**config.mk**
```make
export PLATFORM = sky130hd
export DESIGN_NAME = phy_tx_arbiter_flat
export DESIGN_NICKNAME = d
export VERILOG_FILES = /design/src/rtl/phy_tx_arbiter_pkg.sv /design/src/rtl/phy_tx_arbiter_if.sv /design/src/rtl/phy_tx_arbiter_rr_arbiter.sv /design/src/rtl/phy_tx_arbiter.sv /design/src/flat_wrapper.sv
export SDC_FILE = /design/constraint.sdc
export NUM_CORES = 1
export LEC_CHECK = 0
export BUFFER_PORTS_ARGS = -buffer_cell sky130_fd_sc_hd__buf_4
export CAP_MARGIN = 10
export CORE_AREA = 4 4 81 83
export CTS_CLUSTER_SIZE = 30
export DETAILED_ROUTE_END_ITERATION = 16
export DIE_AREA = 0 0 85 87
export GPL_TIMING_DRIVEN = 0
export PLACE_DENSITY = 0.56
export SETUP_SLACK_MARGIN = 0.1
export SLEW_MARGIN = 0
export SYNTH_ARGS = -nofsm -noshare
export SYNTH_HDL_FRONTEND = slang
export SYNTH_HIERARCHICAL = 1
export SYNTH_SLANG_ARGS = --single-unit
```
**constraint.sdc**
```tcl
create_clock -name clk -period 2.15 [get_ports clk]
set_input_delay 0.43 -clock clk [delete_from_list [all_inputs] [get_ports clk]]
set_output_delay 0.43 -clock clk [all_outputs]
set_load 0.02 [all_outputs]
```
**src/rtl/phy_tx_arbiter_pkg.sv**
```systemverilog
// Shared types and constants for the PHY transmit arbiter.
package tx_arb_pkg;

    typedef enum logic [1:0] {
        IDLE = 2'd0,
        FWD  = 2'd1,
        DROP = 2'd2,
        IFG  = 2'd3
    } arb_state_e;

    localparam int ETH_MAX_FRAME_BYTES = 1518;
    localparam int ETH_DEFAULT_IFG     = 12;

    // Width of a source index; a single-source build still needs one bit.
    function automatic int idx_width(input int n);
        return (n > 1) ? $clog2(n) : 1;
    endfunction

endpackage

```
**src/rtl/phy_tx_arbiter_if.sv**
```systemverilog
// Stream bundle between the frame sources, the arbiter and the PHY.
// The master modport is the arbiter's view, the slave modport the
// environment's view (sources plus PHY).
interface phy_tx_arbiter_if #(
    parameter int NUM_SRC = 2
);
    logic [8*NUM_SRC-1:0] s_axis_tdata;
    logic [NUM_SRC-1:0]   s_axis_tvalid;
    logic [NUM_SRC-1:0]   s_axis_tready;
    logic [NUM_SRC-1:0]   s_axis_tlast;
    logic [7:0]           m_axis_tdata;
    logic                 m_axis_tvalid;
    logic                 m_axis_tready;
    logic                 m_axis_tlast;

    modport master (
        input  s_axis_tdata, s_axis_tvalid, s_axis_tlast, m_axis_tready,
        output s_axis_tready, m_axis_tdata, m_axis_tvalid, m_axis_tlast
    );

    modport slave (
        output s_axis_tdata, s_axis_tvalid, s_axis_tlast, m_axis_tready,
        input  s_axis_tready, m_axis_tdata, m_axis_tvalid, m_axis_tlast
    );
endinterface

```
**src/rtl/phy_tx_arbiter_rr_arbiter.sv**
```systemverilog
// Combinational round-robin pick: first requester strictly after the
// last granted index, wrapping, so the last winner has lowest priority.
module rr_arbiter
    import tx_arb_pkg::*;
#(
    parameter int N = 2
) (
    input  logic [N-1:0]              req,
    input  logic [idx_width(N)-1:0]   last_grant,
    output logic                      any_req,
    output logic [idx_width(N)-1:0]   grant
);

    localparam int W = idx_width(N);

    int cand;

    // Scan offsets from farthest to nearest so the nearest requester wins.
    always_comb begin
        any_req = |req;
        grant   = '0;
        cand    = 0;
        for (int i = N; i >= 1; i--) begin
            cand = (int'(last_grant) + i) % N;
            if (req[W'(cand)]) begin
                grant = W'(cand);
            end
        end
    end

endmodule

```
**src/rtl/phy_tx_arbiter.sv**
```systemverilog
// Frame-atomic round-robin arbiter sharing one PHY transmit stream among
// NUM_SRC byte-wide frame sources. Adds an inter-frame gap after every
// frame and truncates frames longer than MAX_FRAME_BYTES (the tail is
// swallowed from the source). MAX_FRAME_BYTES must lie in 1..65535.
module phy_tx_arbiter
    import tx_arb_pkg::*;
#(
    parameter int NUM_SRC         = 2,
    parameter int IFG_CYCLES      = ETH_DEFAULT_IFG,
    parameter int MAX_FRAME_BYTES = ETH_MAX_FRAME_BYTES
) (
    input  logic                            clk,
    input  logic                            rst_n,
    phy_tx_arbiter_if.master                bus,
    output logic [idx_width(NUM_SRC)-1:0]   grant_id,
    output logic                            busy,
    output logic                            frame_done,
    output logic                            err_oversize
);

    localparam int GW    = idx_width(NUM_SRC);
    localparam int IFG_W = (IFG_CYCLES > 1) ? $clog2(IFG_CYCLES) : 1;

    localparam logic [15:0]      LIMIT_IDX = 16'(MAX_FRAME_BYTES - 1);
    localparam logic [IFG_W-1:0] IFG_LAST  = IFG_W'((IFG_CYCLES > 0) ? IFG_CYCLES - 1 : 0);
    // With no gap configured the end of a frame returns straight to arbitration.
    localparam arb_state_e AFTER_FRAME = (IFG_CYCLES == 0) ? IDLE : IFG;

    arb_state_e        state, state_nxt;
    logic [GW-1:0]     last_grant, last_grant_nxt, grant_nxt;
    logic [15:0]       byte_cnt, byte_cnt_nxt;
    logic [IFG_W-1:0]  ifg_cnt, ifg_cnt_nxt;

    logic              any_req;
    logic [GW-1:0]     rr_grant;
    logic [7:0]        src_data;
    logic              src_valid;
    logic              src_last;

    rr_arbiter #(.N(NUM_SRC)) u_rr (
        .req        (bus.s_axis_tvalid),
        .last_grant (last_grant),
        .any_req    (any_req),
        .grant      (rr_grant)
    );

    // Select the granted source's stream signals.
    always_comb begin
        src_data  = bus.s_axis_tdata[{grant_id, 3'b000} +: 8];
        src_valid = bus.s_axis_tvalid[grant_id];
        src_last  = bus.s_axis_tlast[grant_id];
    end

    assign busy = (state != IDLE);

    // State, grant and counter registers; reset abandons any frame in flight.
    always_ff @(posedge clk) begin
        if (!rst_n) begin
            state      <= IDLE;
            grant_id   <= '0;
            last_grant <= GW'(NUM_SRC - 1);
            byte_cnt   <= '0;
            ifg_cnt    <= '0;
        end else begin
            state      <= state_nxt;
            grant_id   <= grant_nxt;
            last_grant <= last_grant_nxt;
            byte_cnt   <= byte_cnt_nxt;
            ifg_cnt    <= ifg_cnt_nxt;
        end
    end

    // Next-state logic plus the passthrough, ready steering and event pulses.
    always_comb begin
        state_nxt          = state;
        grant_nxt          = grant_id;
        last_grant_nxt     = last_grant;
        byte_cnt_nxt       = byte_cnt;
        ifg_cnt_nxt        = ifg_cnt;
        bus.s_axis_tready  = '0;
        bus.m_axis_tdata   = '0;
        bus.m_axis_tvalid  = 1'b0;
        bus.m_axis_tlast   = 1'b0;
        frame_done         = 1'b0;
        err_oversize       = 1'b0;

        case (state)
            IDLE: begin
                if (any_req) begin
                    grant_nxt      = rr_grant;
                    last_grant_nxt = rr_grant;
                    byte_cnt_nxt   = '0;
                    state_nxt      = FWD;
                end
            end

            FWD: begin
                bus.m_axis_tdata  = src_data;
                bus.m_axis_tvalid = src_valid;
                // Truncation marks the limit byte as last while it is presented,
                // keeping tlast stable across PHY back-pressure.
                bus.m_axis_tlast  = src_last || (byte_cnt == LIMIT_IDX);
                bus.s_axis_tready[grant_id] = bus.m_axis_tready;
                if (src_valid && bus.m_axis_tready) begin
                    if (byte_cnt != 16'hFFFF) begin
                        byte_cnt_nxt = byte_cnt + 16'd1;
                    end
                    if (src_last) begin
                        frame_done = 1'b1;
                        state_nxt  = AFTER_FRAME;
                    end else if (byte_cnt == LIMIT_IDX) begin
                        frame_done   = 1'b1;
                        err_oversize = 1'b1;
                        state_nxt    = DROP;
                    end
                end
            end

            DROP: begin
                bus.s_axis_tready[grant_id] = 1'b1;
                if (src_valid && src_last) begin
                    state_nxt = AFTER_FRAME;
                end
            end

            IFG: begin
                if (ifg_cnt == IFG_LAST) begin
                    ifg_cnt_nxt = '0;
                    state_nxt   = IDLE;
                end else begin
                    ifg_cnt_nxt = ifg_cnt + IFG_W'(1);
                end
            end

            default: state_nxt = IDLE;
        endcase
    end

endmodule

```
**src/flat_wrapper.sv**
```systemverilog
// flat-port wrapper written by rule: the top's interface ports become plain ports
module phy_tx_arbiter_flat import tx_arb_pkg::*;
#(
    parameter int NUM_SRC         = 2,
    parameter int IFG_CYCLES      = ETH_DEFAULT_IFG,
    parameter int MAX_FRAME_BYTES = ETH_MAX_FRAME_BYTES
)
  (clk, rst_n, grant_id, busy, frame_done, err_oversize, bus_s_axis_tdata, bus_s_axis_tvalid, bus_s_axis_tlast, bus_m_axis_tready, bus_s_axis_tready, bus_m_axis_tdata, bus_m_axis_tvalid, bus_m_axis_tlast);
  phy_tx_arbiter_if #(.NUM_SRC(NUM_SRC)) bus_i ();
  input  logic clk;
  input  logic rst_n;
  output logic [idx_width(NUM_SRC)-1:0] grant_id;
  output logic busy;
  output logic frame_done;
  output logic err_oversize;
  input wire logic [$bits(bus_i.s_axis_tdata)-1:0] bus_s_axis_tdata;
  input wire logic [$bits(bus_i.s_axis_tvalid)-1:0] bus_s_axis_tvalid;
  input wire logic [$bits(bus_i.s_axis_tlast)-1:0] bus_s_axis_tlast;
  input wire logic [$bits(bus_i.m_axis_tready)-1:0] bus_m_axis_tready;
  output wire logic [$bits(bus_i.s_axis_tready)-1:0] bus_s_axis_tready;
  output wire logic [$bits(bus_i.m_axis_tdata)-1:0] bus_m_axis_tdata;
  output wire logic [$bits(bus_i.m_axis_tvalid)-1:0] bus_m_axis_tvalid;
  output wire logic [$bits(bus_i.m_axis_tlast)-1:0] bus_m_axis_tlast;
  assign bus_i.s_axis_tdata = bus_s_axis_tdata;
  assign bus_i.s_axis_tvalid = bus_s_axis_tvalid;
  assign bus_i.s_axis_tlast = bus_s_axis_tlast;
  assign bus_i.m_axis_tready = bus_m_axis_tready;
  assign bus_s_axis_tready = bus_i.s_axis_tready;
  assign bus_m_axis_tdata = bus_i.m_axis_tdata;
  assign bus_m_axis_tvalid = bus_i.m_axis_tvalid;
  assign bus_m_axis_tlast = bus_i.m_axis_tlast;
  phy_tx_arbiter #(.NUM_SRC(NUM_SRC), .IFG_CYCLES(IFG_CYCLES), .MAX_FRAME_BYTES(MAX_FRAME_BYTES)) u_core (.clk(clk), .rst_n(rst_n), .bus(bus_i), .grant_id(grant_id), .busy(busy), .frame_done(frame_done), .err_oversize(err_oversize));
endmodule
```
==> flow_summary.yaml <==
global_route:
  grt_max_degree: 14
  antenna_found_initial: 0
  grt_pass1_wl_mm: 7.53
  grt_pass1_vias: 1607
  grt_use_total: 0.124
  grt_overflow_total: 0
final_layout:
  layout.cells.non_filler: 327
  antenna_cells: 0
  fin_util: 0.386
  fill_cells: 603
  syn2layout_area_growth_pct: 32.5
  nNetsFinal: 283
  drive_above_1_share: 0.365
worst_hold_path:
  hp-class: "reg -> reg"
clock_network:
  cts_sinks: 24
  clk_pin_slew_ps: 90
  cts-root-buf: "clkbuf_8"
  tritoncts: "done"
  clk_latency_ps: 270
  cts_buffers: 3
  clockBufferDepth: 2
  cts-htree-levels: 1
floorplan:
  num_rows: 28
  die_h_um: 87
  io_pins: 39
  initial_core_util: 0.291
  coreArea_um2: 5850
  dieWidth_um: 85
  dieArea_um2: 7400
yosys:
  syn_avg_cell_area_um2: 8.19
  ys_seq_area_frac: 0.282
  yosysTopAreaCell: "dfxtp_1"
  yosys_warnings: 6
  syn_nets: 238
  ys_types: 49
  synthTopCellsByCount: "24 x dfxtp_1, 24 x nor2_1, 23 x nand2_1"
  synth_edf_count: 0
  synth-seq-cells: 24
  synth_area_um2: 1700
  yosysTopAreaCellShare: 0.282
  async_flop_share: 0
  syn_inst: 208
  synth_ff_type: "dfxtp_1"
  synthTopCellsByArea: "dfxtp_1 28%, mux2i_1 6.5%, nor2_1 5.3%"
critical_path:
  crit_path_cell_trace: "inv_2, ha_4, nor4bb_4, nand4_1, a21boi_2, buf_4"
  critPathRequiredTime_ps: 1720
  rrSetupSlack_ps: 220
  arrival_ps: 1580
  critPathCaptureType: "primary output"
  crit_type: "reg -> out"
  cp_slowest_stage_delay_ps: 330
  crit_family: "simple AND/OR/NAND/NOR gates"
  startpoint_type: "flop"
  path_max_fanout: 4
  cp_slowest_cell: "dfxtp_2"
  path_buf_inv: 2
pwr:
  leakagePower_uw: 0.000878
  ir_drop_uv: 305
  finalPower_uw: 1720
  p_per_area_nw_per_um2: 760
detailed_routing:
  drtAntennaViolNets: 0
  wl_mm: 4.56
  wl_per_cell_um: 13.9
  drcViolationCount: 0
  vias_per_cell: 5.21
  num_vias: 1703
  drtIter0Drc: 92
  dr.pass1.iters: 4
sta:
  timing.fmax_ghz: 0.498
  rsz0062_at_grt: "true"
  fin_crit_ps: 2010
  clock_skew_ps: 2.15
  drv_slew: 0
  whs_ps: 477
  worst_pin_slew_ps: 561
  max_slew_margin: 0.626
  hold_viol: 0
  timing.final.crit_share: 0.933
  setup_viol: 0
placed_design:
  dp.cells: 320
  gp_congestion: 0.851
  io_buffers: 37
  dp_hpwl_mm: 3.32
flow_run:
  maxCapViolCount: 0
outcome:
  status: "complete, no violations"
## registers in the layout (all words and copies together), names as in the netlist
register,count
u_core/grant_id,1
u_core/last_grant,1
u_core/ifg_cnt,4
u_core/byte_cnt,16
u_core/state,2
## tightest hold or removal path, delay by kind of cell, from the launching register on
family,cells,cell delay [ps]
flops,1,330
simple gates,2,120
## kinds of logic after synthesis
family	after synthesis	share of synthesized area
AO/OA/AOI/OAI	52	0.229
buffers and inverters	18	0.0565
adder cells (fa/ha/maj)	7	0.0514
AND/OR/NAND/NOR	94	0.301
flip-flops	24	0.282
multiplexers	13	0.0800
## power breakdown
part           total [uW]  switching, uW  internal, uW  leakage (uW)
sequential            505           27.8           477      0.000197
clock                 317            154           164     0.0000288
combinational         893            508           386      0.000651
## final timing paths
kind,start,endpoint,depth (start not counted)
setup / recovery,u_core/byte_cnt[1],frame_done,6
hold / removal,u_core/last_grant,u_core/last_grant,2
setup reg to reg,u_core/byte_cnt[0],u_core/byte_cnt[10],8
hold reg to reg,u_core/last_grant,u_core/last_grant,2
## metal layers
layer  vias to the layer above  GRT usage  wire, um
met5                         -          0         0
met1                       785      0.167      2200
met4                         0     0.0302        41
met3                         4     0.0199       234
met2                        57      0.208      2090
li1                        857          -         -
## through the flow
step | instance area (um2) | TNS [ps] | worst slack [ps]
floorplan | 1700 | 0 | 217
global placement | 2080 | -2.62 | -2.62
detailed placement | 2080 | 0 | 46.8
CTS | 2180 | 0 | 102
global route | 2260 | 0 | 97.4
finish | 2260 | 0 | 143
## cell usage in the layout (no fill, tap or decap), types with 3 or more instances in the layout
master    Yosys  routed
ha_1          7       5
nor2_1       24      23
and3_1        4       4
buf_6         3       6
o221a_2       3       3
o211ai_1      5       5
inv_1         7       5
nand3_1      12      12
dfxtp_2       0       4
o31ai_1       5       5
a21oi_1      10       9
nor3_1        3       3
nand2_1      23      23
o21ai_0      10       9
o21ai_1       4       5
nand4_1       4       4
buf_4         1      38
mux2i_1      11      10
clkbuf_8      0       4
dfxtp_1      24      18
and2_4        2       3
## cell type report
type	count	area (um2)	share of cell area
clock buffer	4	55.1	0.0244
buffer	10	76.3	0.0338
multi-input combinational	166	1200	0.530
sequential	24	493	0.218
tap	75	93.8	0.0416
timing repair buffer	40	308	0.136
inverter	8	35.0	0.0155
## what timing repair did
item	4_1_cts	5_1_grt
hold buffers	0	0
buffers inserted	2	1
gates resized for setup	17	17
endpoints found under the setup margin	14	8
pin swaps	3	4
Power figures use the tool's default switching activity.
